--- src/rtl/sp_deserializer.sv ---
// sp_deserializer
//   Serial-to-parallel packer. N-bit chunks arrive on a valid/ready input and
//   are packed into an M*N-bit word. The word is presented on a valid/ready
//   output together with the number of chunks it holds and a last flag.
//
// Ports
//   clk        rising-edge clock
//   reset      asynchronous active-high reset (discards any partial word)
//   clear      synchronous flush of all state, wins over both handshakes
//   in_valid   sin carries a chunk
//   in_ready   block accepts a chunk this cycle
//   sin        input chunk, N bits
//   in_last    with the input handshake: this chunk closes the word
//   out_valid  q holds a completed word
//   out_ready  consumer takes q this cycle
//   q          assembled word, M*N bits; unwritten slots read as zero
//   out_count  number of valid chunks in q (1..M)
//   out_last   word was closed by in_last
module sp_deserializer #(
  parameter int N         = 4,
  parameter int M         = 2,
  parameter int MSB_FIRST = 1,
  localparam int CW       = $clog2(M + 1)
) (
  input  logic            clk,
  input  logic            reset,
  input  logic            clear,
  input  logic            in_valid,
  output logic            in_ready,
  input  logic [N-1:0]    sin,
  input  logic            in_last,
  output logic            out_valid,
  input  logic            out_ready,
  output logic [M*N-1:0]  q,
  output logic [CW-1:0]   out_count,
  output logic            out_last
);

  logic [M*N-1:0] acc;
  logic [CW-1:0]  cnt;
  logic [M*N-1:0] merged;
  logic           accept;
  logic           done;
  int             slot;

  // Writes one chunk into slot k of a word. The loop walks only legal slot
  // indices, so no part-select can fall outside the word even when M=1.
  function automatic logic [M*N-1:0] place_chunk(input logic [M*N-1:0] word,
                                                  input logic [N-1:0]   chunk,
                                                  input int             k);
    logic [M*N-1:0] r;
    r = word;
    for (int i = 0; i < M; i++) begin
      if (i == k) r[i*N +: N] = chunk;
    end
    return r;
  endfunction

  // Input side is ready whenever the output register is empty or being
  // drained this cycle, which gives one word per M cycles with no bubble.
  assign in_ready = !out_valid || out_ready;
  assign accept   = in_valid && in_ready;
  assign slot     = (MSB_FIRST != 0) ? (M - 1 - int'(cnt)) : int'(cnt);
  assign merged   = place_chunk(acc, sin, slot);
  assign done     = accept && ((cnt == CW'(M - 1)) || in_last);

  // Accumulate / output register stage
  always_ff @(posedge clk or posedge reset) begin
    if (reset) begin
      acc       <= '0;
      cnt       <= '0;
      q         <= '0;
      out_count <= '0;
      out_last  <= 1'b0;
      out_valid <= 1'b0;
    end else if (clear) begin
      acc       <= '0;
      cnt       <= '0;
      q         <= '0;
      out_count <= '0;
      out_last  <= 1'b0;
      out_valid <= 1'b0;
    end else begin
      // A consumed word drops valid unless a new word lands on the same edge.
      if (out_valid && out_ready) out_valid <= 1'b0;
      if (accept) begin
        if (done) begin
          q         <= merged;
          out_count <= cnt + CW'(1);
          out_last  <= in_last;
          out_valid <= 1'b1;
          acc       <= '0;
          cnt       <= '0;
        end else begin
          acc <= merged;
          cnt <= cnt + CW'(1);
        end
      end
    end
  end

endmodule

--- config.mk ---
export PLATFORM = sky130hd
export DESIGN_NAME = sp_deserializer
export DESIGN_NICKNAME = d
export VERILOG_FILES = /design/src/rtl/sp_deserializer.sv
export SDC_FILE = /design/constraint.sdc
export NUM_CORES = 1
export LEC_CHECK = 0
export ABC_AREA = 1
export CAP_MARGIN = 20
export CORE_ASPECT_RATIO = 0.6
export CORE_UTILIZATION = 35
export DETAILED_ROUTE_END_ITERATION = 8
export PLACE_DENSITY_LB_ADDON = 0.05
export SYNTH_ARGS = -nofsm -noshare
export SYNTH_HDL_FRONTEND = slang
export SYNTH_SLANG_ARGS = --single-unit
--- constraint.sdc ---
create_clock -name clk -period 1.2 [get_ports clk]
set_input_delay 0.12 -clock clk [delete_from_list [all_inputs] [get_ports clk]]
set_output_delay 0.12 -clock clk [all_outputs]
set_load 0.05 [all_outputs]
==> summary.txt, run 1 <==
Synth
  – Post-Synth Simple-Gate Area: 0.386
  – Avg Inst Size Synth: about 7.7 um2
  – Dominant cells by area after synthesis: dfrtp_1 (48%), nand2_1 (19%), nand3_1 (9.2%)
  – Main combinational cell family by area after synthesis: simple AND/OR/NAND/NOR gates
  – Yosys warnings: 0
  – Top-area cell type share of the netlist area: 0.479
  – Dominant synthesized flop cell: dfrtp_1
  – Synth Area in XOR/XNOR: 0
  – Post-synthesis async set-or-reset flop share: 1.00
  – Synth Area in Compound Gates: 0.0131
  – Area share of fa/ha/maj cells after synthesis: 0.0327
  – Area leader, netlist: dfrtp_1
  – Register area share after synthesis: 0.479
  – Number of synthesized flops with an enable pin: 0
  – Synth cell types: 18
  – #FFs+latches synth: 22
  – Multiplexer share of the synthesized area: 0
  – Syn_nets: 163
  – Top-count cell post-synth: nand2_1
  – Synth cell count leaders: nand2_1 (57), dfrtp_1 (22), nand3_1 (21)
  – Gate Count Post-Synth: 150
  – Mapped Area: approximately 1100 um2

Timing
  – Slew Limit Headroom: 0.786
  – Slew Limit Fails: 0
  – Final worst-path cycle share: 1.07
  – Minimum clock period: 1290 ps
  – Max frequency: 775 MHz
  – Fin Setup TNS: -1020 ps
  – RSZ-0062 raised after global routing: yes
  – Hold Violations, Final: 0
  – Final hold slack: between 200 and 250 ps
  – Worst-margin pin slew: 322 ps
  – Final setup violation count: 21
  – Clock skew: approximately 7.3 ps
  – Setup ws final: -89.6 ps

Drt
  – Routed WL: a little under 3000 um
  – Initial DRC count: just over 70
  – Vias per cell: roughly 4.7
  – DRT antenna net count: 0
  – Vias: 1079
  – TritonRoute pass-1 iters: 4
  – WL/cell: between 10 and 15 um
  – Drt drc: 0

Power and ir drop
  – Seq pwr share: 0.449
  – Combinational Power Share: 0.303
  – Switching share of power: 0.311
  – PD cells: ~1000 nW/um2
  – Worst vdd rail ir drop: roughly 0.58 mV
  – Net Switching: slightly below 600 uW
  – Pint: around 1300 uW
  – Static Leakage: around 0.00094 uW
  – Clock network power share: 0.248

Floorplan
  – Die Wd: roughly 76 um
  – Core ar.: roughly 3000 um2
  – Cell Rows: 15
  – Die area: 3520 um2
  – Die height: 46.4 um
  – Initial core utilization: 0.385
  – Boundary pin count: 23

Clock network
  – Clock Pin Slew Worst Setup and Hold Paths: roughly 80 ps
  – CTS H-tree depth: 1
  – Num Clock Sinks: 22
  – Cts bufs inserted: 3
  – CTS Buffer Depth: 2
  – CTS root buffer: clkbuf_8
  – Worst skew pair latency: roughly 260 ps
  – CTS tree: built

GRT
  – Global-route wire length before repair: around 4600 um
  – Total congestion overflow: 0
  – Largest net degree at the start of global routing: 23
  – GRT Total Usage: 0.170
  – Vias in the first global route: 954
  – Antenna violations before repair: 0

Worst setup path
  – CP most frequent cell: inv_2
  – CP cell instances: inv_2, ha_4, inv_2, nand2_4, nand3_4, clkbuf_16, nand3_2, nand2_1
  – Worst path arrival time: about 1500 ps
  – Critical-path top delay cell: dfrtp_1
  – Crit start category: flip-flop
  – Origin of the critical flop-to-flop path: cnt[1]
  – Flop2flop setup slack: -90 ps
  – CP peak stage delay: 370 ps
  – Worst r2r dst: acc[2]
  – Crit-path max FO: 6
  – Reg2Reg Depth: 8
  – Worst Setup End Kind: flip-flop
  – CP required: ~1400 ps
  – Setup CP Type: reg -> reg

Cells and area
  – Share of cells above drive strength 1: 0.381
  – Final #Nets: just over 200
  – Footprint of the multi-input gates: 624 um2
  – Antenna Cells: 0
  – Fillers: between 200 and 300
  – Layout area overhead: 63.2%
  – Sequential cell area: between 500 and 600 um2

Place
  – Placement Setup Slack: -96.9 ps
  – RePlAce Congestion: 0.828
  – Port Buffers: 22
  – Detailed Place HPWL: between 1500 and 2000 um

Run
  – Maxcap violations: 0

Run status
  – Outcome: finished with violations
  – Failing checks: negative setup slack

Min path
  – HP Class: in -> async
==> how the worst max path moves through the flow <==
stage / start / to / slack [ps]
6_report: cnt[1] / acc[2] / -90
5_1_grt: cnt[1] / out_valid / -140
4_1_cts: cnt[0] / cnt[1] / -50
3_5_place_dp: clear / cnt[0] / -100
3_3_place_gp: clear / cnt[0] / -100
2_1_floorplan: out_valid / acc[0] / 2
==> what timing repair did <==
action	4_1_cts	5_1_grt
buffers inserted	1	5
cloned	0	1
gates resized for setup	6	26
hold buffers	0	0
setup endpoints to repair	22	23
pin swaps	0	13
endpoints found under the hold margin	0	0
==> layout make-up <==
class | instances | area share
timing repair buffer | 41 | 0.285
clock buffer | 4 | 0.0240
multi-input combinational | 106 | 0.333
tap | 42 | 0.0280
inverter | 16 | 0.0347
sequential | 22 | 0.295
==> worst max-delay path, delay by kind of cell, from the launching register on <==
kind | cells | cell delay, ps
adder cells (fa/ha/maj) | 1 | 140
buffers and inverters | 3 | 340
flip-flops | 1 | 370
AND/OR/NAND/NOR | 4 | 330
==> cells in the final DEF, fill, tap and decap left out, types with 5 or more instances in the layout <==
master,instances
buf_12,14
nand3_2,13
buf_4,14
clkdlybuf4s50_1,9
inv_2,5
inv_1,9
nand3_1,8
nor2_1,10
dfrtp_1,20
nand2_1,56
nor2_2,8
==> through the flow <==
step           cell area (um2)  power, uW  instances   util
2_1_floorplan             1160       1100        150      -
3_3_place_gp              1620       1330        220  0.544
3_5_place_dp              1620       1330        220  0.544
4_1_cts                   1700       1810        225  0.568
5_1_grt                   1870       1970        231  0.628
6_report                  1870       1860        231  0.628
==> cells by family after synthesis <==
| kind of cell | count (synthesis) |
|---|---|
| AND/OR/NAND/NOR | 100 |
| buffers and inverters | 22 |
| flip-flops | 22 |
| AO/OA/AOI/OAI | 3 |
| adder cells (fa/ha/maj) | 3 |
==> registers in the layout, summed over array words and instances, names as in the netlist <==
name / flops
cnt: 2
q: 8
out_last: 1
out_valid: 1
acc: 8
out_count: 2
==> power groups by stage <==
| stage | Clock [uW] | Combinational [uW] | Sequential, uW |
|---|---|---|---|
| after floorplan | 0 | 190 | 913 |
| after global placement | 0 | 483 | 846 |
| after detailed placement | 0 | 485 | 848 |
| after CTS | 473 | 501 | 833 |
| after global routing | 514 | 607 | 845 |
| final | 462 | 565 | 838 |
==> per-layer routing <==
metal / share of wire / vias to the layer above / GRT usage
li1: - / 543 / -
met1: 0.51 / 512 / 0.241
met2: 0.45 / 20 / 0.262
met3: 0.039 / 4 / 0.0535
met4: 0.0069 / 0 / 0.0231
met5: 0 / - / 0
(Power assumes the default switching activity.)
==> run 2: changes to the inputs <==
--- a/config.mk
+++ b/config.mk
@@ -10,6 +10,7 @@
 export CORE_ASPECT_RATIO = 0.6
 export CORE_UTILIZATION = 35
 export DETAILED_ROUTE_END_ITERATION = 8
+export GPL_ROUTABILITY_DRIVEN = 1
 export PLACE_DENSITY_LB_ADDON = 0.05
 export SYNTH_ARGS = -nofsm -noshare
 export SYNTH_HDL_FRONTEND = slang
==> results of run 2 <==
No change in the layout: final DEF, timing and power equal those of run 1.
